$ cat src/rtl/morse_round_ctrl.sv
// morse_round_ctrl: Morse game round controller that generates a pseudo-random digit
// sequence, shows each digit for HOLD_CYCLES, then collects answers and keeps a BCD score.
module morse_round_ctrl #(
    parameter int         SEQ_LEN     = 3,
    parameter int         HOLD_CYCLES = 150_000_000,
    parameter logic [7:0] LFSR_SEED   = 8'hA5
) (
    input  logic       clk,
    input  logic       rst,
    input  logic       logged_in,
    input  logic       game_start,
    input  logic       load,
    input  logic [3:0] user_input,
    input  logic       timeout,
    input  logic       logout,
    output logic       reconfig,
    output logic       enable,
    output logic [3:0] number,
    output logic [3:0] score_ones,
    output logic [3:0] score_tens,
    output logic       correct,
    output logic       logout_from_gamecontrol
);
    localparam int IW = (SEQ_LEN > 1) ? $clog2(SEQ_LEN) : 1;
    localparam int CW = $clog2(HOLD_CYCLES);
    localparam logic [IW-1:0] LAST = IW'(SEQ_LEN - 1);
    localparam logic [CW-1:0] HOLD_LAST = CW'(HOLD_CYCLES - 1);

    typedef enum logic [2:0] {IDLE, READY, GEN, SHOW, ANSWER, RESULT} state_t;

    state_t        r_state, w_next;
    logic [7:0]    r_lfsr;
    logic [3:0]    r_seq [SEQ_LEN];
    logic [IW-1:0] r_idx;
    logic [CW-1:0] r_cnt;
    logic          r_err;
    logic [3:0]    w_digit;
    logic          w_last_idx, w_hold_done, w_load_last, w_mismatch, w_logout;

    assign w_digit     = (r_lfsr[3:0] >= 4'd10) ? r_lfsr[3:0] - 4'd10 : r_lfsr[3:0];
    assign w_last_idx  = (r_idx == LAST);
    assign w_hold_done = (r_cnt == HOLD_LAST);
    assign w_load_last = load && w_last_idx;
    assign w_mismatch  = load && (user_input != r_seq[r_idx]);
    assign w_logout    = logout && (r_state != IDLE);

    always_comb begin
        w_next = r_state;
        case (r_state)
            IDLE:    w_next = logged_in ? READY : IDLE;
            READY:   w_next = game_start ? GEN : (logged_in ? READY : IDLE);
            GEN:     w_next = w_last_idx ? SHOW : GEN;
            SHOW:    w_next = (w_hold_done && w_last_idx) ? ANSWER : SHOW;
            ANSWER:  w_next = (w_load_last || timeout) ? RESULT : ANSWER;
            RESULT:  w_next = READY;
            default: w_next = IDLE;
        endcase
        if (w_logout) w_next = IDLE;
    end

    always_ff @(posedge clk or negedge rst) begin
        if (!rst) r_state <= IDLE;
        else      r_state <= w_next;
    end

    always_ff @(posedge clk or negedge rst) begin
        if (!rst) begin
            r_lfsr                  <= LFSR_SEED;
            r_idx                   <= '0;
            r_cnt                   <= '0;
            r_err                   <= 1'b0;
            reconfig                <= 1'b0;
            enable                  <= 1'b0;
            number                  <= 4'd0;
            score_ones              <= 4'd0;
            score_tens              <= 4'd0;
            correct                 <= 1'b0;
            logout_from_gamecontrol <= 1'b0;
            for (int i = 0; i < SEQ_LEN; i++) r_seq[i] <= 4'd0;
        end else begin
            r_lfsr                  <= {r_lfsr[6:0], r_lfsr[7] ^ r_lfsr[5] ^ r_lfsr[4] ^ r_lfsr[3]};
            reconfig                <= 1'b0;
            correct                 <= 1'b0;
            logout_from_gamecontrol <= 1'b0;
            enable                  <= (w_next == ANSWER);
            if (w_logout) begin
                logout_from_gamecontrol <= 1'b1;
                score_ones              <= 4'd0;
                score_tens              <= 4'd0;
                number                  <= 4'd0;
                r_idx                   <= '0;
                r_cnt                   <= '0;
            end else begin
                case (r_state)
                    READY: begin
                        r_idx <= '0;
                        r_cnt <= '0;
                    end
                    GEN: begin
                        r_seq[r_idx] <= w_digit;
                        r_idx        <= w_last_idx ? '0 : r_idx + 1'b1;
                        if (w_last_idx) begin
                            // a single-digit round has only just captured its digit this cycle
                            number   <= (r_idx == '0) ? w_digit : r_seq[0];
                            reconfig <= 1'b1;
                            r_cnt    <= '0;
                        end
                    end
                    SHOW: begin
                        if (!w_hold_done) r_cnt <= r_cnt + 1'b1;
                        else if (w_last_idx) begin
                            r_cnt  <= '0;
                            r_idx  <= '0;
                            number <= 4'd0;
                            r_err  <= 1'b0;
                        end else begin
                            r_cnt    <= '0;
                            r_idx    <= r_idx + 1'b1;
                            number   <= r_seq[r_idx + 1'b1];
                            reconfig <= 1'b1;
                        end
                    end
                    ANSWER: begin
                        if (load) r_idx <= r_idx + 1'b1;
                        if (w_mismatch || (timeout && !w_load_last)) r_err <= 1'b1;
                    end
                    RESULT: begin
                        if (!r_err) begin
                            correct <= 1'b1;
                            if (score_ones != 4'd9) score_ones <= score_ones + 4'd1;
                            else if (score_tens != 4'd9) begin
                                score_ones <= 4'd0;
                                score_tens <= score_tens + 4'd1;
                            end
                        end
                    end
                    default: ;
                endcase
            end
        end
    end
endmodule
$ cat config.mk
export PLATFORM = sky130hd
export DESIGN_NAME = morse_round_ctrl
export DESIGN_NICKNAME = d
export VERILOG_FILES = /design/src/rtl/morse_round_ctrl.sv
export SDC_FILE = /design/constraint.sdc
export NUM_CORES = 1
export LEC_CHECK = 0
export BUFFER_PORTS_ARGS = -buffer_cell sky130_fd_sc_hd__buf_4
export CORE_MARGIN = 5
export CORE_UTILIZATION = 45
export CTS_CLUSTER_DIAMETER = 80
export DETAILED_ROUTE_END_ITERATION = 6
export PLACE_DENSITY = 0.64
export SLEW_MARGIN = 20
export SYNTH_ARGS = -nofsm -noshare
export SYNTH_HDL_FRONTEND = slang
export SYNTH_SLANG_ARGS = --single-unit
$ cat constraint.sdc
create_clock -name clk -period 3.4 [get_ports clk]
set_input_delay 0.68 -clock clk [delete_from_list [all_inputs] [get_ports clk]]
set_output_delay 0.68 -clock clk [all_outputs]
set_load 0.02 [all_outputs]
==> results of run 1 <==
area by class of cell:
cell class,instances,area [um2],share of cell area (%)
sequential,70,1757,40.91
tap,105,131.4,3.059
timing repair buffer,28,210.2,4.895
multi-input combinational,283,1924,44.81
clock buffer,10,137.6,3.205
inverter,13,48.80,1.136
clock inverter,6,85.08,1.981
registers in the layout, indices dropped and copies added (netlist names):
register	flops
correct	1
enable	1
logout_from_gamecontrol	1
number	4
r_cnt	28
r_err	1
r_idx	2
r_lfsr	8
r_seq	12
r_state	3
reconfig	1
score_ones	4
score_tens	4
path summary, 6_finish.rpt:
kind	start	endpoint	slack, ns	cells past startpoint
worst min-delay path	r_lfsr[6]	r_lfsr[7]	0.36	0
worst min register to register	r_lfsr[6]	r_lfsr[7]	0.36	0
worst max register to register	r_cnt[0]	r_idx[1]	0.78	6
min in group asynchronous	rst	r_cnt[9]	0.45	1
max in group asynchronous	rst	r_seq[2]	2.37	1
worst max-delay path	r_cnt[0]	r_idx[1]	0.78	6
power by group:
part	total, W	internal (W)	switching [W]	leakage, nW
Combinational	0.000216	0.0000784	0.000138	0.806
Clock	0.000752	0.000430	0.000322	0.108
Sequential	0.000873	0.000847	0.0000260	0.958
cells in the final DEF (no fill, tap or decap), types with 4 or more instances in the layout:
master,instances
inv_1,13
a21oi_1,25
buf_4,28
nand3_1,13
dfstp_2,4
o21a_1,4
mux2_2,17
nor2_1,35
nor4_1,6
a22o_1,6
xor2_1,7
nor2b_1,4
o21ai_0,18
mux2i_1,13
clkbuf_8,10
o22ai_1,6
nor3_1,6
or4_1,5
or3_1,9
dfrtp_1,66
ha_1,9
a31oi_1,9
nand4_1,6
xnor2_1,12
nand2_1,27
stage by stage:
stage / instances / cell area [um2]
2_1_floorplan: 384 / 3812
3_3_place_gp: 499 / 4071
3_5_place_dp: 499 / 4071
4_1_cts: 515 / 4294
5_1_grt: 515 / 4294
6_report: 515 / 4294
routing by layer:
metal	global-route usage (%)	up-vias	routed length (um)
met1	24.79	1390	4055
met3	3.618	7	431
met5	0	-	0
met4	4.541	0	87
met2	21.99	50	3466
li1	-	1431	-
kinds of logic (layout without fill, tap and decap cells):
logic type	Yosys count	count (layout)
and+or+nand+nor	136	136
muxes	32	32
DFF	70	70
xor gates and xnor gates	19	19
AOI/OAI and AO/OA	87	87
buffers and inverters	31	57
adders and majority gates	9	9
==> flow_summary_export.csv, run 1 <==
group,metric,value,unit
run_status,outcome,"finished, final reports clean",
floorplanning,io-pin-count,27,
power,fin_total_pwr,0.001841,W
worst_setup_path,critPathLaunchType,"register",
drt,avgRoutedWirePerCell,15.61,um
global_route,grt_usage,15.92,%
synth,yosysTopAreaCellShare,43.32,%
timing,tns,0,ns
clocking,worst_skew_pair.late_latency,0.34,ns
timing,hold_slack,0.3586,ns
timing,worst_pin_slew,0.8815,ns
global_route,grt_pass1_wl,13050,um
worst_setup_path,cp.required,3.63,ns
timing,rsz0062_at_grt,"false",
worst_setup_path,critPathArrivalTime,2.85,ns
clocking,numCtsBuffers,9,
finish,antenna_cells,0,
global_route,grt_overflow,0,
worst_setup_path,cpPeakStageDelay,0.58,ns
synth,synth_nets,404,
synth,synth_mux_area_share,9.222,%
drt,drt_iter0_drc,154,
clocking,cts_hold_buf,0,
min_path,worstHoldPathType,"reg2reg",
synth,yosys-top-cells-count,"66 x dfrtp_1, 35 x nor2_1, 27 x nand2_1",
floorplanning,num_rows,33,
synth,syn_area,3812,um2
floorplanning,start_util,46.40,%
floorplanning,core,8217,um2
worst_setup_path,critPathTopFamily,"compound AO/OA/AOI/OAI gates",
power,power_density,428.7,nW/um2
synth,synth_simple_gate_area_share,19.10,%
synth,synth-main-ff-cell,"dfrtp_1",
synth,synth_top_family_by_area,"simple AND/OR/NAND/NOR gates",
timing,drv_slew,0,
finish,final_util,52.26,%
drt,vias,2878,
drt,first_pass_iters,4,
clocking,clock_sinks,70,
floorplanning,die_h,102.0,um
timing,fmaxAchievable,381.1,MHz
clocking,cts_resized,0,
worst_setup_path,critPathKind,"reg2reg",
clocking,clock_tree.root_cell,"clkbuf_8",
synth,avgSynthCellArea,9.928,um2
power,cellLeakagePower,1.873,nW
place,io_buffers,26,
worst_setup_path,end_kind,"register",
clocking,h-tree-depth,3,
worst_setup_path,crit_fanout,19,
timing,finalHoldViolCount,0,
synth,synth.distinct_cells,56,
global_route,antenna_found_initial,0,
timing,finalCritPeriodShare,77.17,%
synth,synthTopCellsByArea,"dfrtp_1 43%, mux2_2 5.0%, nor2_1 3.4%, mux2i_1 3.4%, a21oi_1 3.3%",
drt,vias_per_cell,5.588,
worst_setup_path,critPathSlowestCell,"or4_1",
synth,synth-compound-area-share,14.83,%
synth,synth_xor_area_share,4.365,%
place,dp_slack,0.8049,ns
synth,synth_edf_count,0,
finish,drive_gt1_share,19.02,%
floorplanning,dieArea,10410,um2
synth,yosys_warnings,0,
timing,setup_ws,0.7763,ns
timing,min_period,2.624,ns
synth,yosysMostFrequentCell,"dfrtp_1",
global_route,grt_max_degree,71,
timing,finalSetupViolCount,0,
synth,seq_area_frac_synth,46.08,%
place,hpwl,5537,um
run,drv_cap,0,
timing,relSlewSlack,41.23,%
clocking,cts_tree,"yes",
synth,async_flop_share,100.0,%
worst_setup_path,path_buf_inv,0,
drt,antenna_left,0,
global_route,grt_pass1_vias,2577,
synth,syn_inst,384,
drt,drc,0,
worst_setup_path,crit_chain,"ha_1, nand3_2, or4_1, o21a_1, a211o_1, mux2_4",
finish,syn_to_final_growth,12.64,%
synth,synth-adder-area-share,2.954,%
timing,finClkSkew,0.009247,ns
clocking,clk_path_buf_depth,2,
power,peakVddDrop,264.8,uV
drt,routed_wl,8040,um
finish,fillers,769,
synth,synth_seq_cells,70,
clocking,postCtsSetupBuffers,0,
synth,synth_largest_area_cell,"dfrtp_1",
place,place_congestion,0.8260,
floorplanning,fp.dieW,102.0,um
clocking,clkSlewWorstSetupHoldPaths,0.08,ns
finish,nNetsFinal,425,
(Power assumes the default switching activity.)
==> inputs of run 2 (changes only) <==
--- a/config.mk
+++ b/config.mk
@@ -10,7 +10,7 @@
 export CORE_UTILIZATION = 45
 export CTS_CLUSTER_DIAMETER = 80
 export DETAILED_ROUTE_END_ITERATION = 6
-export PLACE_DENSITY = 0.64
+export PLACE_DENSITY = 0.67
 export SLEW_MARGIN = 20
 export SYNTH_ARGS = -nofsm -noshare
 export SYNTH_HDL_FRONTEND = slang
==> constraint.sdc (replaced) <==
create_clock -name clk -period 2.4 [get_ports clk]
set_input_delay 0.48 -clock clk [delete_from_list [all_inputs] [get_ports clk]]
set_output_delay 0.48 -clock clk [all_outputs]
set_load 0.02 [all_outputs]
==> run 2 against run 1 <==
Global-route usage is 0.87 points higher. Register-to-register slack got worse by 0.66 ns. Clock power up 44%. Utilization up 2.1 points. Flip-flop and latch count stayed put. Power is 44% higher. Clock-buffer cell count is 3 higher. Setup slack lost 0.66 ns. Routed wire length is 1.9% higher. Sequential power rose by 40%. First-iteration DRC count down 10%. Non-clock buffer count increased by 16. Largest cell class unchanged.
==> flow_summary_export.csv, run 2 (same netlist as run 1, synthesis figures left out) <==
group,metric,value,unit
floorplanning,fp.dieW,102.0,um
finish,largest_reg_flops,28,
finish,reg_top3,"r_cnt: 28 flops, r_seq: 12 flops, r_lfsr: 8 flops",
power,cellLeakagePower,1.966,nW
global_route,grt_pass1_vias,2909,
timing,min_period,2.284,ns
place,io_buffers,26,
worst_setup_path,critPathArrivalTime,2.51,ns
timing,finalCritPeriodShare,95.17,%
drt,antenna_left,0,
clocking,cts_tree,"yes",
global_route,antenna_found_initial,0,
clocking,postCtsSetupBuffers,0,
global_route,grt_usage,16.79,%
finish,top_register,"r_cnt",
global_route,grt_max_degree,44,
clocking,clock_sinks,70,
timing,fmaxAchievable,437.8,MHz
drt,drc,0,
clocking,worst_skew_pair.late_latency,0.34,ns
timing,drv_slew,0,
run,drv_cap,0,
power,power_density,594.3,nW/um2
min_path,worstHoldPathType,"in2async",
timing,rsz0062_at_grt,"false",
place,postPlaceCellArea,4224,um2
drt,avgRoutedWirePerCell,15.43,um
worst_setup_path,crit_fanout,4,
finish,layout_commonest_cell,"dfrtp_1",
worst_setup_path,r2r_start,"r_cnt[0]",
finish,final_util,54.35,%
timing,worst_pin_slew,0.5952,ns
finish,drive_gt1_share,22.54,%
floorplanning,die_h,102.0,um
worst_setup_path,critPathKind,"reg2reg",
floorplanning,dieArea,10410,um2
worst_setup_path,cp.required,2.63,ns
drt,vias,2997,
timing,finalSetupViolCount,0,
drt,vias_per_cell,5.644,
clocking,clk_path_buf_depth,2,
worst_setup_path,end_kind,"register",
place,place_congestion,0.8561,
place,hpwl,5955,um
finish,final_cell_area,4466,um2
clocking,clock_tree.root_cell,"clkbuf_8",
timing,finalHoldViolCount,0,
worst_setup_path,crit_start,"r_cnt[0]",
drt,routed_wl,8191,um
finish,antenna_cells,0,
timing,relSlewSlack,60.17,%
finish,final_cell_mix,"66 x dfrtp_1, 43 x buf_4, 35 x nor2_1",
clocking,numCtsBuffers,9,
finish,final_cells,531,
worst_setup_path,critPathLaunchType,"register",
clocking,h-tree-depth,3,
floorplanning,num_rows,33,
run_status,outcome,"finished, final reports clean",
floorplanning,start_util,46.40,%
finish,nNetsFinal,441,
clocking,clkSlewWorstSetupHoldPaths,0.08,ns
global_route,grt_overflow,0,
floorplanning,io-pin-count,27,
drt,drt_iter0_drc,138,
timing,finClkSkew,0.01161,ns
power,peakVddDrop,322.1,uV
floorplanning,core,8217,um2
place,place_inst,515,
drt,first_pass_iters,4,
global_route,grt_pass1_wl,14070,um
finish,syn_to_final_growth,17.13,%
run 2: cell count changes in the layout (fill, tap and decap cells not counted), moves of 2 or more:
cell,delta
buf_4,+15
clkbuf_1,+2
clkinv_2,-2
ha_1,-2
run 2: area by class of cell:
type | instances | area, um2
Clock buffer | 13 | 158.9
Clock inverter | 3 | 67.56
Fill cell | 755 | 3751
Inverter | 13 | 56.30
Multi-Input combinational cell | 283 | 1952
Sequential cell | 70 | 1757
Tap cell | 105 | 131.4
Timing Repair Buffer | 44 | 342.8
run 2: power breakdown:
part	switching [W]	internal (W)
sequential	0.0000237	0.00120
clock	0.000435	0.000644
combinational	0.000214	0.000137
run 2: what timing repair did:
action,CTS,global route
hold buffers,0,0
endpoints found under the setup margin,0,7
resized for setup,0,3
run 2: final timing paths:
kind,endpoint,slack (ns),cells after the start
max,number[1],0.12,6
min,score_tens[2],0.05,1
max reg2reg,number[1],0.12,6
min reg2reg,r_lfsr[7],0.35,0
max in group asynchronous,r_lfsr[7],1.72,2
min in group clk,enable,0.33,2
run 2: through the flow:
stage / hold WS [ns] / power (W) / setup TNS, ns / setup WS [ns]
6_report: 0.04745 / 0.002654 / 0 / 0.1158
3_3_place_gp: 0.3360 / 0.001592 / 0 / 0.06515
5_1_grt: 0.07609 / 0.002759 / 0 / 0.002855
4_1_cts: 0.06033 / 0.002677 / 0 / 0.0009270
2_1_floorplan: 0.1844 / 0.001474 / -0.07290 / -0.07290
3_5_place_dp: 0.3383 / 0.001595 / 0 / 0.01879
run 2: critical path, cell delays in order (launching register included):
cell,delay (ns)
dfrtp_1,0.36
ha_2,0.21
nand3_2,0.11
or4_1,0.58
or2_2,0.34
a31oi_4,0.21
mux2_2,0.36
run 2: per-layer routing:
metal	part of all wire [%]	vias up	GRT usage, %	routed length (um)
li1	-	1457	-	-
met5	0	-	0	0
met4	1.2	0	5.045	101
met1	48	1479	23.63	3940
met2	47	54	26.14	3821
met3	4.0	7	3.618	328
